**config.mk**
```make
export PLATFORM = sky130hd
export DESIGN_NAME = io_stage
export DESIGN_NICKNAME = d
export VERILOG_FILES = /design/src/rtl/io_stage_pkg.sv /design/src/rtl/io_stage_load_aligner.sv /design/src/rtl/io_stage.sv
export SDC_FILE = /design/constraint.sdc
export NUM_CORES = 1
export LEC_CHECK = 0
export CAP_MARGIN = 25
export CORE_MARGIN = 4
export CORE_UTILIZATION = 40
export DETAILED_ROUTE_END_ITERATION = 12
export HOLD_SLACK_MARGIN = 0.15
export PLACE_DENSITY = 0.81
export SLEW_MARGIN = 20
export SYNTH_ARGS = -nofsm -noshare
export SYNTH_HDL_FRONTEND = slang
export SYNTH_HIERARCHICAL = 1
export SYNTH_SLANG_ARGS = --single-unit
```
**constraint.sdc**
```tcl
create_clock -name clock -period 3.2 [get_ports clock]
set_input_delay 0.64 -clock clock [delete_from_list [all_inputs] [get_ports clock]]
set_output_delay 0.64 -clock clock [all_outputs]
set_load 0.005 [all_outputs]
```
**src/rtl/io_stage_pkg.sv**
```systemverilog
// Shared types for the memory-access stage: load kinds, FSM states and the
// stage's outgoing buses, plus the EX->IO bus consumed by io_stage.
package io_stage_params;

    localparam int unsigned XLEN      = 32;
    localparam int unsigned RF_ADDR_W = 5;
    localparam int unsigned STRB_W    = 4;

    typedef enum logic [2:0] {
        LW  = 3'd0,
        LB  = 3'd1,
        LBU = 3'd2,
        LH  = 3'd3,
        LHU = 3'd4,
        LWL = 3'd5,
        LWR = 3'd6
    } LoadType;

    typedef enum logic [1:0] {
        EMPTY     = 2'd0,
        WAIT_DATA = 2'd1,
        READY     = 2'd2
    } IOState;

    typedef struct packed {
        logic                 valid;
        logic [XLEN-1:0]      program_count;
        logic                 register_file_write_enabled;
        logic [STRB_W-1:0]    register_file_write_strobe;
        logic [RF_ADDR_W-1:0] register_file_address;
        logic [XLEN-1:0]      final_result;
    } IOToWBData;

    typedef struct packed {
        logic                 valid;
        logic                 data_pending;
        logic [RF_ADDR_W-1:0] write_register;
        logic [STRB_W-1:0]    write_strobe;
        logic [XLEN-1:0]      write_data;
    } IOToIDBackPassData;

    function automatic logic [XLEN-1:0] sext8(input logic [7:0] b);
        return {{(XLEN-8){b[7]}}, b};
    endfunction

    function automatic logic [XLEN-1:0] sext16(input logic [15:0] h);
        return {{(XLEN-16){h[15]}}, h};
    endfunction

endpackage

package ex_stage_params;

    typedef struct packed {
        logic                                    valid;
        logic [io_stage_params::XLEN-1:0]        program_count;
        logic [io_stage_params::XLEN-1:0]        alu_result;
        io_stage_params::LoadType                load_type;
        logic                                    is_load;
        logic                                    register_file_write_enabled;
        logic [io_stage_params::RF_ADDR_W-1:0]   register_file_address;
    } EXToIOData;

endpackage

```
**src/rtl/io_stage_load_aligner.sv**
```systemverilog
// Combinational load-data aligner/extender with register-file byte strobe.
// LWL/LWR merging is decoded only when IO_UNALIGNED_LOAD_EN is defined.
module load_aligner
    import io_stage_params::*;
(
    input  LoadType     load_type,
    input  logic [1:0]  address,
    input  logic [31:0] rdata,
    output logic [31:0] result,
    output logic [3:0]  strobe
);

    logic [4:0]  lane_shift_s;
    logic [7:0]  byte_s;
    logic [15:0] half_s;
`ifdef IO_UNALIGNED_LOAD_EN
    logic [1:0]  lwl_lanes_s;
`endif

    // Select the addressed lane and extend/merge according to load kind
    always_comb begin
        lane_shift_s = {address, 3'b000};
        byte_s       = 8'(rdata >> lane_shift_s);
        half_s       = address[1] ? rdata[31:16] : rdata[15:0];
        result       = rdata;
        strobe       = 4'b1111;
`ifdef IO_UNALIGNED_LOAD_EN
        lwl_lanes_s  = 2'd3 - address;
`endif
        case (load_type)
            LW:  result = rdata;
            LB:  result = sext8(byte_s);
            LBU: result = {24'd0, byte_s};
            LH:  result = sext16(half_s);
            LHU: result = {16'd0, half_s};
`ifdef IO_UNALIGNED_LOAD_EN
            // Low memory bytes fill the top of the register; WB merges by strobe
            LWL: begin
                result = rdata << {lwl_lanes_s, 3'b000};
                strobe = 4'b1111 << lwl_lanes_s;
            end
            LWR: begin
                result = rdata >> lane_shift_s;
                strobe = 4'b1111 >> address;
            end
`else
            LWL, LWR: begin
                result = rdata;
                strobe = 4'b1111;
            end
`endif
            default: begin
                result = rdata;
                strobe = 4'b1111;
            end
        endcase
    end

endmodule

```
**src/rtl/io_stage.sv**
```systemverilog
// Memory-access pipeline stage between EX and WB: waits for load data,
// aligns it, and publishes forwarding info to ID. Optional: IO_UNALIGNED_LOAD_EN.
module io_stage
    import io_stage_params::*;
(
    input  logic                       clock,
    input  logic                       reset,
    input  ex_stage_params::EXToIOData ex_to_io_bus,
    output logic                       io_allow_in,
    input  logic                       wb_allow_in,
    output IOToWBData                  io_to_wb_bus,
    output IOToIDBackPassData          io_to_id_back_pass_bus,
    input  logic                       data_sram_data_ok,
    input  logic [31:0]                data_sram_rdata
);

    IOState               state_q, state_d;
    logic [XLEN-1:0]      pc_q;
    logic                 rf_we_q;
    logic [RF_ADDR_W-1:0] rf_addr_q;
    LoadType              load_type_q;
    logic [1:0]           addr_lo_q;
    logic [XLEN-1:0]      result_q;
    logic [STRB_W-1:0]    strobe_q;

    logic                 accept_s;
    logic                 io_valid_s;
    logic [31:0]          aligned_s;
    logic [3:0]           aligned_strobe_s;

    load_aligner u_load_aligner (
        .load_type (load_type_q),
        .address   (addr_lo_q),
        .rdata     (data_sram_rdata),
        .result    (aligned_s),
        .strobe    (aligned_strobe_s)
    );

    // Next-state and handshake; a new accept overrides the drain transition
    always_comb begin
        state_d     = state_q;
        io_allow_in = 1'b0;
        case (state_q)
            EMPTY: begin
                io_allow_in = 1'b1;
                state_d     = EMPTY;
            end
            WAIT_DATA: begin
                io_allow_in = 1'b0;
                if (data_sram_data_ok) begin
                    state_d = READY;
                end else begin
                    state_d = WAIT_DATA;
                end
            end
            READY: begin
                io_allow_in = wb_allow_in;
                if (wb_allow_in) begin
                    state_d = EMPTY;
                end else begin
                    state_d = READY;
                end
            end
            default: begin
                io_allow_in = 1'b0;
                state_d     = EMPTY;
            end
        endcase
        accept_s = io_allow_in & ex_to_io_bus.valid;
        if (accept_s) begin
            state_d = ex_to_io_bus.is_load ? WAIT_DATA : READY;
        end else begin
            state_d = state_d;
        end
    end

    // State register; only control state is reset
    always_ff @(posedge clock or posedge reset) begin
        if (reset) begin
            state_q <= EMPTY;
        end else begin
            state_q <= state_d;
        end
    end

    // Datapath registers: capture on accept, overwrite result when load data returns
    always_ff @(posedge clock) begin
        if (accept_s) begin
            pc_q        <= ex_to_io_bus.program_count;
            rf_we_q     <= ex_to_io_bus.register_file_write_enabled;
            rf_addr_q   <= ex_to_io_bus.register_file_address;
            load_type_q <= ex_to_io_bus.load_type;
            addr_lo_q   <= ex_to_io_bus.alu_result[1:0];
            result_q    <= ex_to_io_bus.alu_result;
            strobe_q    <= 4'b1111;
        end else if ((state_q == WAIT_DATA) && data_sram_data_ok) begin
            result_q    <= aligned_s;
            strobe_q    <= aligned_strobe_s;
        end else begin
            result_q    <= result_q;
            strobe_q    <= strobe_q;
        end
    end

    // Output buses decoded from registered state and data
    always_comb begin
        io_valid_s = (state_q != EMPTY);

        io_to_wb_bus.valid                       = (state_q == READY);
        io_to_wb_bus.program_count               = pc_q;
        io_to_wb_bus.register_file_write_enabled = rf_we_q;
        io_to_wb_bus.register_file_write_strobe  = strobe_q;
        io_to_wb_bus.register_file_address       = rf_addr_q;
        io_to_wb_bus.final_result                = result_q;

        io_to_id_back_pass_bus.valid          = io_valid_s & rf_we_q;
        io_to_id_back_pass_bus.data_pending   = (state_q == WAIT_DATA);
        io_to_id_back_pass_bus.write_register = rf_addr_q;
        io_to_id_back_pass_bus.write_strobe   = strobe_q;
        io_to_id_back_pass_bus.write_data     = result_q;
    end

endmodule
```
==> results.txt <==
The run finished with clean final reports. The total track usage came out at 20.0%. The peak supply drop came out at 367 uV. For this run, the leading register cell type out of synthesis is sky130_fd_sc_hd__edfxtp_1. The initial core utilization came out at 40.8%. Dividing total power by cell area gives a power density of 548 nW/um^2. The proportion of power drawn by flip-flops and latches came out at 41.6%. Counting flops with an async set or reset pin after synthesis yields a share of 2.47%.

The library cell used as clock root buffer is sky130_fd_sc_hd__clkbuf_8. Once routing completed, OpenROAD measured the worst setup slack at 0.678 ns. The H-tree was split into 3 levels. The number of distinct library cell variants in the gate-level netlist after synthesis is 42. The worst path needs 2.52 ns of the cycle, external delays included.

The number of inserted diodes came out at 0. The number of pins with negative max-slew slack in the final report is 0. In the post-synthesis netlist, the cell with the most instances is sky130_fd_sc_hd__edfxtp_1. The placer congestion estimate is 0.789. In this run the static leakage power is 2.64 nW. The full die area came out at 12700 um^2.

The count of hold-fix buffers inserted at cts came out at 0. The worst slew margin relative to its limit is 46.8%. The count of cells resized by post-cts repair came out at 0.

The number of hold-slack violations in the final timing report is 0. The flop and latch count out of synthesis is 81. Timing analysis after detailed placement gives a worst setup slack of 0.313 ns. The overall power of the completed layout is 3.65 mW. The first detailed-routing pass took 5 iterations. The min-delay analysis places its worst path in the category in -> async. The fmax came out at 396 MHz.

The fraction of met1 tracks used by global routing came out at 22.5%. STA classifies the critical path startpoint as a flop. The internal power of the cells came out at 2.63 mW.

STA puts the critical path data required time at 3.31 ns. The switching component of the power came out at 1.01 mW. The later pin in the worst-skew pair is clocked with a latency of 0.36 ns. The ratio of final minimum period to clock period is 78.8%. For met3 alone, demand over resource in global routing was 6.74%. The post-CTS setup buffer count came out at 0.

The post-route setup TNS is 0 ns. The number of synthesis warnings is 6. The initial antenna violation count came out at 0.

The switching part of the total power came out at 27.8%. In this run the most used layer during global routing was met2. Setup repair after global routing left no endpoint under its margin. The number of failing setup endpoints in the final timing report is 0. Clock tree synthesis found a total of 81 sinks. The post-CTS clock slew at the launch and capture registers of the worst setup and hold paths came out at 0.09 ns. The share of cells above drive strength 1 came out at 12.5%. The height of the die is 113 um.

The worst-path maximum fanout is 17. The final layout contains routed wiring with a total length of 12.9 mm. The number of placed instances, taps included is 635. 230 I/O pins were placed. The post-detailed-placement half-perimeter wirelength came out at 9.93 mm. The data arrival time of the critical path came out at 2.63 ns. For this run the aggregate overflow at the end of global routing stands at 0. After the first detailed-routing iteration, the DRC count stood at 153. Per report_power, the combinational group accounts for 37.1% of the total. The clock tree skew after final layout is 0.00659 ns. TritonCTS built the clock tree. The vias after detailed routing is 3311. The number of buffers between clock root and the deepest sink is 2. The detailed-route wire length per cell came out at 19.8 um.

The number of flops mapped to enable cells by yosys came out at 75. The post-synthesis instance area came out at 4400 um^2. The clock share of power is 21.3%. The number of nets in the layout is 620. The share of Yosys cell area claimed by the top area cell type is 51.2%. The sequential cell area fraction in the yosys report came out at 54.2%. Ranked by instance count, the synthesized netlist is headed by sky130_fd_sc_hd__edfxtp_1, sky130_fd_sc_hd__buf_4, sky130_fd_sc_hd__mux2_4.

The largest total area in the synthesized netlist belongs to sky130_fd_sc_hd__edfxtp_1. The worst setup path is of the reg -> reg kind. Leaving out filler cells and counting taps, the final layout contains 651. The worst setup path is captured at a flop. The die span in x came out at 113 um. The number of port buffers came out at 229.

The global-route wire length before repair is 19.7 mm. The floorplan row count came out at 38. The slew at the pin closest to its max-slew limit is 0.798 ns. The reported max-cap violation count came out at 0.

The number of design rule violations left after detail routing is 0. The standard cell core area is 10800 um^2. The global-route met2 utilization is 35.7%. The synthesized area per cell is 13.8 um^2. The mean number of vias per cell is 5.09. The number of global-route vias before repair came out at 3492. The maximum number of pins on one net before global-route repair is 33. Buffers inserted during clock tree synthesis total 9. Counting every instance in the synthesized netlist gives 319.

The layout overhead on the synthesized area came out at 51.3%. By area the synthesized netlist is led by sky130_fd_sc_hd__edfxtp_1, sky130_fd_sc_hd__mux2_4, sky130_fd_sc_hd__buf_4, sky130_fd_sc_hd__mux2i_1, sky130_fd_sc_hd__a21o_1. The remaining number of nets flagged by the antenna check after routing came out at 0.
[cells by family after synthesis]
group / count (synthesis) / share of synthesized area (%)
AOI/OAI and AO/OA: 62 / 11.4
xor gates and xnor gates: 2 / 0.398
muxes: 51 / 15.9
other: 1 / 0.0852
adders and majority gates: 4 / 1.08
DFF: 81 / 54.2
buffers and inverters: 69 / 11.7
and+or+nand+nor: 49 / 5.29
[metrics by stage]
stage          util (%)  hold slack, ns  instance area [um^2]
2_1_floorplan         -           0.381                  4410
3_3_place_gp       59.8           0.474                  6450
3_5_place_dp       59.8           0.482                  6450
4_1_cts            61.7           0.410                  6650
5_1_grt            61.7           0.407                  6650
6_report           61.7           0.436                  6650
[metal layers]
layer  part of all wire [%]  up-vias
met5                      0        -
met1                     37     1608
met3                    9.2       18
li1                       -     1519
met2                     52      166
met4                    1.9        0
[final cells by class]
type / count / area [um^2]
Inverter: 7 / 26.3
Tap cell: 140 / 175
Clock buffer: 10 / 128
Fill cell: 865 / 4140
Timing Repair Buffer: 235 / 2350
Sequential cell: 81 / 2380
Clock inverter: 6 / 72.6
Multi-Input combinational cell: 172 / 1520
[worst paths after layout]
kind                         startpoint      endpoint  slack (ns)  cells past startpoint
max                        addr_lo_q[1]  result_q[19]        0.68                      5
min                               reset    state_q[0]        0.44                      2
max reg2reg                addr_lo_q[1]  result_q[19]        0.68                      5
min reg2reg                 strobe_q[0]   strobe_q[0]        0.50                      2
max in group asynchronous         reset    state_q[0]        2.65                      2
min in group clock          strobe_q[0]   strobe_q[0]        0.50                      2
[power by group through the flow]
| stage | logic, mW | registers (mW) | clock network, mW |
|---|---|---|---|
| 2_1_floorplan | 0.729 | 1.52 | 0 |
| 3_3_place_gp | 1.33 | 1.53 | 0 |
| 3_5_place_dp | 1.36 | 1.54 | 0 |
| 4_1_cts | 1.37 | 1.52 | 0.802 |
| 5_1_grt | 1.43 | 1.54 | 0.861 |
| 6_report | 1.35 | 1.52 | 0.776 |
[registers in the layout, indices dropped and copies added, names as in the netlist]
name	cells
result_q	32
rf_we_q	1
state_q	2
addr_lo_q	2
pc_q	32
load_type_q	3
strobe_q	4
rf_addr_q	5
[critical path: stages (launching register included)]
cell and delay, ns:
sky130_fd_sc_hd__edfxtp_1 0.80, sky130_fd_sc_hd__mux4_2 0.62, sky130_fd_sc_hd__nand3b_2 0.12, sky130_fd_sc_hd__o21ai_2 0.23, sky130_fd_sc_hd__a21o_1 0.25, sky130_fd_sc_hd__mux2_4 0.26
[layout by cell type, fill, tap and decap left out, types with 2 or more instances in the layout]
cell type                         netlist  layout
sky130_fd_sc_hd__clkdlybuf4s50_1        0     229
sky130_fd_sc_hd__dfrtp_1                2       2
sky130_fd_sc_hd__dfxtp_1                4       4
sky130_fd_sc_hd__o21ai_1                2       2
sky130_fd_sc_hd__nand3_1                5       5
sky130_fd_sc_hd__o22ai_1                2       2
sky130_fd_sc_hd__mux2_4                35      35
sky130_fd_sc_hd__conb_1                 1       4
sky130_fd_sc_hd__o221ai_1               7       7
sky130_fd_sc_hd__a21oi_1                2       2
sky130_fd_sc_hd__nor2_1                 3       3
sky130_fd_sc_hd__clkbuf_8               0       9
sky130_fd_sc_hd__and2_1                 2       2
sky130_fd_sc_hd__a211oi_1               7       7
sky130_fd_sc_hd__o21a_1                 7       7
sky130_fd_sc_hd__nor2b_1                5       5
sky130_fd_sc_hd__a221o_1                8       8
sky130_fd_sc_hd__a21o_1                17      17
sky130_fd_sc_hd__buf_4                 47       5
sky130_fd_sc_hd__mux2i_1               15      15
sky130_fd_sc_hd__nand2_1               29      29
sky130_fd_sc_hd__edfxtp_1              75      75
sky130_fd_sc_hd__inv_1                  7       7
sky130_fd_sc_hd__inv_6                  0       3
sky130_fd_sc_hd__ha_1                   3       3
sky130_fd_sc_hd__o21ai_0                4       4
No activity file was read; power rests on OpenSTA's default activity.
